[src/rtl/wdt_tick_supervisor.sv]
// wdt_tick_supervisor
// Counts 1 Hz ticks since the last software kick, raises warn ahead of the
// timeout, then fires a one-cycle bite and latches expired until reset.
// Optional kick-window check is compiled in with `define WDT_WINDOW_EN.
module wdt_tick_supervisor #(
    parameter int TW = 8
) (
    input  logic          clk,
    input  logic          rst,
    input  logic          tick_1s,
    input  logic          enable,
    input  logic          kick,
    input  logic [TW-1:0] timeout_s,
    input  logic [TW-1:0] warn_s,
    input  logic [TW-1:0] window_s,
    output logic [TW-1:0] count,
    output logic          warn,
    output logic          bite,
    output logic          expired,
    output logic [1:0]    state
);

    typedef enum logic [1:0] {
        S_IDLE    = 2'd0,
        S_RUN     = 2'd1,
        S_WARN    = 2'd2,
        S_EXPIRED = 2'd3
    } state_t;

    state_t        state_q;
    state_t        state_n;
    logic [TW-1:0] count_q;
    logic [TW-1:0] count_n;
    logic [TW-1:0] timeout_q;
    logic [TW-1:0] warn_q;
    logic [TW-1:0] wp;
    logic          bite_n;
    logic          arm;
    logic          window_violation;

`ifdef WDT_WINDOW_EN
    logic [TW-1:0] window_q;

    // Kick window latch, captured together with the other config on arming
    always_ff @(posedge clk) begin
        if (rst) begin
            window_q <= '0;
        end else if (arm) begin
            window_q <= window_s;
        end
    end

    // A kick that arrives before the window opens counts as a violation
    always_comb begin
        window_violation = (window_q != '0) && (count_q < window_q);
    end
`else
    logic window_unused;
    assign window_unused = ^window_s;

    // Without the window feature every kick in RUN/WARN is legal
    always_comb begin
        window_violation = 1'b0;
    end
`endif

    // Warning point: seconds into the period where WARN begins
    always_comb begin
        wp = (warn_q < timeout_q) ? (timeout_q - warn_q) : '0;
    end

    // Next-state, next-count and bite decode
    always_comb begin
        state_n = state_q;
        count_n = count_q;
        bite_n  = 1'b0;
        arm     = 1'b0;
        case (state_q)
            S_IDLE: begin
                count_n = '0;
                if (enable) begin
                    state_n = S_RUN;
                    arm     = 1'b1;
                end
            end
            S_RUN, S_WARN: begin
                if (!enable) begin
                    state_n = S_IDLE;
                    count_n = '0;
                end else if (kick) begin
                    if (window_violation) begin
                        state_n = S_EXPIRED;
                        bite_n  = 1'b1;
                    end else begin
                        state_n = S_RUN;
                        count_n = '0;
                    end
                end else begin
                    // count never exceeds timeout_q, so +1 cannot wrap here
                    if (tick_1s) begin
                        count_n = count_q + 1'b1;
                    end
                    if (tick_1s && (count_n == timeout_q)) begin
                        state_n = S_EXPIRED;
                        bite_n  = 1'b1;
                    end else if ((state_q == S_RUN) && (count_n >= wp)) begin
                        state_n = S_WARN;
                    end
                end
            end
            S_EXPIRED: begin
                state_n = S_EXPIRED;
            end
            default: begin
                state_n = S_IDLE;
                count_n = '0;
            end
        endcase
    end

    // State, counter and registered status outputs
    always_ff @(posedge clk) begin
        if (rst) begin
            state_q <= S_IDLE;
            count_q <= '0;
            warn    <= 1'b0;
            bite    <= 1'b0;
            expired <= 1'b0;
        end else begin
            state_q <= state_n;
            count_q <= count_n;
            warn    <= (state_n == S_WARN);
            bite    <= bite_n;
            expired <= (state_n == S_EXPIRED);
        end
    end

    // Timeout and warning lead time are frozen for the whole armed period
    always_ff @(posedge clk) begin
        if (rst) begin
            timeout_q <= '0;
            warn_q    <= '0;
        end else if (arm) begin
            timeout_q <= (timeout_s == '0) ? TW'(1) : timeout_s;
            warn_q    <= warn_s;
        end
    end

    assign count = count_q;
    assign state = state_q;

endmodule
[config.mk]
export PLATFORM = sky130hd
export DESIGN_NAME = wdt_tick_supervisor
export DESIGN_NICKNAME = d
export VERILOG_FILES = /design/src/rtl/wdt_tick_supervisor.sv
export SDC_FILE = /design/constraint.sdc
export NUM_CORES = 1
export LEC_CHECK = 0
export CELL_PAD_IN_SITES_DETAIL_PLACEMENT = 1
export CELL_PAD_IN_SITES_GLOBAL_PLACEMENT = 1
export CORE_ASPECT_RATIO = 1.2
export CORE_MARGIN = 10
export CORE_UTILIZATION = 39
export CTS_BUF_LIST = sky130_fd_sc_hd__clkbuf_8
export CTS_CLUSTER_DIAMETER = 120
export CTS_CLUSTER_SIZE = 30
export DETAILED_ROUTE_END_ITERATION = 8
export PLACE_DENSITY = 0.93
export SLEW_MARGIN = 20
export SYNTH_ARGS = -nofsm -noshare
export SYNTH_HDL_FRONTEND = slang
export SYNTH_SLANG_ARGS = --single-unit
export TNS_END_PERCENT = 10
[constraint.sdc]
create_clock -name clk -period 4.45 [get_ports clk]
set_input_delay 0.6675 -clock clk [delete_from_list [all_inputs] [get_ports clk]]
set_output_delay 0.6675 -clock clk [all_outputs]
set_load 0.01 [all_outputs]
=== Yosys cells after proc, flatten, opt, wreduce, memory -nomap -nowiden ===
Index checks and enable logic that the tools add are counted.

* Order comparisons: 2
* Bitwise operators: 2
* Reductions and logical operators: 7
* Multiplexer cells: 18
* Eq/ne operators: 6
* Add/sub/neg operators: 2

{| class="wikitable"
|+ Operators with widths
! cell !! number
|-
| $mux 8 || 8
|-
| $pmux 8 s2 || 1
|-
| $mux 2 || 5
|-
| $add 8x1->8 const B || 1
|-
| $eq 2x2->1 const B || 4
|-
| $eq 8x8->1 || 1
|-
| $ge 8x8->1 || 1
|-
| $logic_not 8->1 || 1
|-
| $lt 8x8->1 || 1
|-
| $sub 8x8->8 || 1
|-
| $pmux 2 s3 || 1
|-
| $reduce_or 4->1 || 1
|-
| $mux 1 || 3
|-
| $eq 2x1->1 const B || 1
|-
| $logic_and 1x1->1 || 2
|-
| $logic_not 2->1 || 1
|-
| $not 1->1 || 2
|-
| $reduce_bool 2->1 || 1
|-
| $reduce_or 2->1 || 1
|}

* Bits in registers: 29
* Word-level logic and storage cells: 44
* Input bits: 29
* Output and inout port bits: 13

=== Longest topological paths before layout ===
Gate-level depths: netlist of the first run.

* Word-level depth: 13
* Depth in mapped cells: 16
* Mapped depth without buffers: 16

=== Least setup slack after synthesis of the first run ===
OpenSTA, ideal clock, no wires.

* Path kind: reg2reg
* Start: register timeout_q[0]
* End: register expired
* Buffers on the path: 0
* Clock period less this slack: 3.246 ns
* Library setup time: 0.116 ns
* Required time: 4.334 ns
* Cell stages (with the launch flop): 17
* Arrival: 3.131 ns
* Slack: 1.204 ns
* Cells stage by stage: dfxtp_1 > inv_1 > ha_1 > fa_1 > nor2b_1 > o21ai_1 > a21oi_1 > o31ai_1 > a21oi_1 > nor2b_1 > ha_1 > nor2_1 > a21oi_1 > o41ai_1 > a22o_1 > o211ai_1 > and3b_1

* Cells in the longest elaborated chain, start to end: 10
* Elaborated cells between the ends (all ways): 13
* Classes of those cells: add/sub (1); order compare (2); eq/ne (2); mux (6); reduce/logical (2)

{| class="wikitable"
|+ RTL lines
! what !! RTL line !! RTL
|-
| start, declared || 34 || <nowiki>logic [TW-1:0] timeout_q;</nowiki>
|-
| start signal, assigned || 144 || <nowiki>timeout_q <= (timeout_s == '0) ? TW'(1) : timeout_s;</nowiki>
|-
| $sub 8x8->8 / $lt 8x8->1 (equally long branches) || 69 || <nowiki>wp = (warn_q < timeout_q) ? (timeout_q - warn_q) : '0;</nowiki>
|-
| $mux 8 || 69 ||
|-
| $ge 8x8->1 || 106 || <nowiki>end else if ((state_q == S_RUN) && (count_n >= wp)) begin</nowiki>
|-
| $logic_and 1x1->1 || 106 ||
|-
| $mux 2 || 106 ||
|-
| $mux 2 (*) || 103 || <nowiki>if (tick_1s && (count_n == timeout_q)) begin</nowiki>
|-
| $mux 2 (*) || 90 || <nowiki>end else if (kick) begin</nowiki>
|-
| $mux 2 (*) || 87 || <nowiki>if (!enable) begin</nowiki>
|-
| $pmux 2 s3 (*) || 78 || <nowiki>case (state_q)</nowiki>
|-
| $eq 2x2->1 (*) || 134 || <nowiki>expired <= (state_n == S_EXPIRED);</nowiki>
|-
| end signal, assigned || 134 ||
|-
| end, declared || 19 || <nowiki>output logic expired,</nowiki>
|}

Every way passes the cells marked *; elsewhere a longest branch is shown, timed or not.
A chain may end at the register's enable or synchronous reset.

=== Worst setup path in the final report of the first run ===
Ends and elaborated chain as after synthesis.

==> results of run 1 <==
[registers in the layout (all words and copies together) (netlist names)]
signal,flops
bite,1
warn_q,8
state,2
count,8
timeout_q,8
expired,1
warn,1
[path summary, 6_finish.rpt]
check | startpoint | end | slack [ns] | cells past startpoint
setup reg to reg | timeout_q[0]$_SDFFE_PP0P_ | expired$_SDFF_PP0_ | 0.46 | 16
setup / recovery | timeout_q[0]$_SDFFE_PP0P_ | expired$_SDFF_PP0_ | 0.46 | 16
hold / removal | warn_q[5]$_SDFFE_PP0P_ | warn_q[5]$_SDFFE_PP0P_ | 0.46 | 2
hold reg to reg | warn_q[5]$_SDFFE_PP0P_ | warn_q[5]$_SDFFE_PP0P_ | 0.46 | 2
[power groups by stage]
stage | logic, mW | clock network (mW) | registers (mW)
after floorplan | 0.499 | 0 | 0.342
after global placement | 0.635 | 0 | 0.348
after detailed placement | 0.677 | 0 | 0.351
after CTS | 0.692 | 0.253 | 0.345
after global routing | 0.785 | 0.262 | 0.352
final | 0.691 | 0.249 | 0.344
[critical path, cell delays in order, from the launching register on]
cell and delay, ns:
dfxtp_1 0.34, inv_1 0.07, ha_1 0.23, fa_1 0.41, nor2b_1 0.14, o21ai_1 0.10
a21oi_1 0.27, o31ai_1 0.13, a21oi_1 0.46, nand2b_1 0.12, ha_1 0.32, o21ai_1 0.18
a21oi_1 0.07, o41ai_1 0.46, a22o_1 0.28, o211ai_1 0.11, and3b_1 0.19
[metal layers]
layer / track usage, % / part of all wire [%]
met1: 14.47 / 42
met2: 25.92 / 53
met3: 3.074 / 3.5
met4: 6.634 / 2.4
met5: 0 / 0
[area by class of cell]
| cell class | count | area, µm² | area share [%] |
|---|---|---|---|
| Clock buffer | 7 | 96.34 | 3.760 |
| Clock inverter | 1 | 5.005 | 0.1953 |
| Tap cell | 62 | 77.57 | 3.027 |
| Timing Repair Buffer | 33 | 330.3 | 12.89 |
| Multi-Input combinational cell | 204 | 1409 | 54.98 |
| Sequential cell | 29 | 580.6 | 22.66 |
| Inverter | 17 | 63.81 | 2.490 |
[through the flow]
stage          hold WS (ns)  std cells  total power, mW
2_1_floorplan        0.4363        261           0.8412
6_report             0.4620        353            1.284
4_1_cts              0.4644        353            1.290
5_1_grt              0.4861        353            1.399
3_3_place_gp         0.4452        345           0.9830
3_5_place_dp         0.4553        345            1.028
[placed cells by master (no fill, tap or decap), types with 4 or more instances in the layout]
cell | netlist | layout
inv_1 | 17 | 17
dfxtp_1 | 29 | 29
xor2_1 | 5 | 5
nand4_1 | 5 | 5
clkbuf_8 | 0 | 7
nand3_1 | 6 | 6
nand3b_1 | 7 | 7
xnor2_1 | 8 | 8
nor2b_1 | 4 | 4
nand2_1 | 40 | 40
o21ai_0 | 10 | 10
clkdlybuf4s50_1 | 0 | 33
nor2_1 | 17 | 17
nor3_1 | 6 | 6
ha_1 | 22 | 22
a21oi_1 | 27 | 27
[logic make-up (layout without fill, tap and decap cells)]
family / Yosys count / in the layout / synth area share, %
adders and majority gates: 23 / 23 / 13.98
xor gates and xnor gates: 16 / 16 / 8.590
AOI/OAI and AO/OA: 62 / 62 / 19.08
muxes: 1 / 1 / 0.5331
buffers and inverters: 28 / 58 / 5.805
DFF: 29 / 29 / 27.49
and+or+nand+nor: 102 / 102 / 24.53
==> results.sh, run 1 <==
export IMPL_netlist_area_mm2=0.002112
export IMPL_dp_final_hpwl_mm=4.628
export IMPL_async_reset_ff_share_pct=0
export IMPL_cts_resized=0
export IMPL_place_gp_congestion=0.8560
export IMPL_hold_violations=0
export IMPL_ir_drop_mv=0.1924
export IMPL_diodes=0
export IMPL_relSlewSlack_pct=29.59
export IMPL_core_area_mm2=0.005261
export IMPL_die_area_mm2=0.008771
export IMPL_pre_cts_ws_ns=0.5460
export IMPL_final_nets=342
export IMPL_p_int_uw=742.0
export IMPL_combPwrFrac_pct=53.8
export IMPL_grt_overflow=0
export IMPL_tritoncts="done"
export IMPL_final_area_mm2=0.002562
export IMPL_max_cap_violations=0
export IMPL_cts_sinks=29
export IMPL_grt_max_degree=28
export IMPL_grt_usage_pct=14.05
export IMPL_p_seq_share_pct=26.8
export IMPL_fin_util_pct=48.70
export IMPL_start_util_pct=40.14
export IMPL_cts_root_buf="clkbuf_8"
export IMPL_path_class="flip-flop to flip-flop"
export IMPL_min_period_ns=3.992
export IMPL_switching_power_uw=541.7
export IMPL_post_route_period_util_pct=89.72
export IMPL_swShare_pct=42.20
export IMPL_synth_fp_nets=313
export IMPL_hold_buffers=0
export IMPL_drive_gt1_share_pct=5.842
export IMPL_rsz0062_at_grt="false"
export IMPL_hp_class="flip-flop to flip-flop"
export IMPL_detail_route_antenna_nets=0
export IMPL_leakage_nw=1.004
export IMPL_vias_per_cell=5.601
export IMPL_cts_setup_buffers=0
export IMPL_avgSynthCellArea_um2=8.092
export IMPL_tns_ns=0
export IMPL_portBuffers=33
export IMPL_synth_edf_count=0
export IMPL_via_count=1977
export IMPL_drc_errors=0
export IMPL_cts_path_max_buffers=2
export IMPL_synth_most_common_cell="nand2_1"
export IMPL_ys_top_cells_by_count="nand2_1, dfxtp_1, a21oi_1"
export IMPL_area_delta_synth_final_pct=21.33
export IMPL_ys_flop_type="dfxtp_1"
export IMPL_crit_path_end_kind="flip-flop"
export IMPL_clkPwrFrac_pct=19.4
export IMPL_arrival_ns=4.17
export IMPL_synthCells=261
export IMPL_max_freq_mhz=250.5
export IMPL_worst_slack_ns=0.4576
export IMPL_ios=42
export IMPL_yosysUniqueCellTypes=48
export IMPL_wl_per_cell_um=16.77
export IMPL_fillers=637
export IMPL_drtIter0Drc=73
export IMPL_synth_top_cell_by_area="dfxtp_1"
export IMPL_grt_pass1_wl_mm=9.908
export IMPL_antenna_found_initial=0
export IMPL_drtPass1Iterations=4
export IMPL_status="finished clean"
export IMPL_ys_ff_latch=29
export IMPL_cts_buffers=5
export IMPL_htree_num_levels=2
export IMPL_setup_viol=0
export IMPL_clkTransAtPathRegs_ns=0.06
export IMPL_crit_fanout=8
export IMPL_first_global_vias=2125
export IMPL_netlist_top_cells_area="dfxtp_1, ha_1, nand2_1"
export IMPL_tightest_slew_ns=1.053
export IMPL_skew_ns=0.01275
export IMPL_synth_seq_area_share_pct=27.49
export IMPL_critPathRequiredTime_ns=4.63
export IMPL_die_x_um=87.18
export IMPL_die_h_um=100.6
export IMPL_cp_start_kind="flip-flop"
export IMPL_placed_cell_area_mm2=0.002461
export IMPL_power_density_mw_per_mm2=501.0
export IMPL_yosysWarningCount=0
export IMPL_routed_wl_mm=5.921
export IMPL_num_rows=29
export IMPL_clk_latency_ns=0.29
export IMPL_report_final_slew_viol_count=0
export IMPL_synth_top_area_share_pct=27.49
Power figures use the tool's default switching activity.
==> run 2: changes to the inputs <==
- CTS_CLUSTER_DIAMETER: 120 -> unset
==> results of run 2 <==
Same layout as run 1: the final DEF is identical, and so are final timing and power.
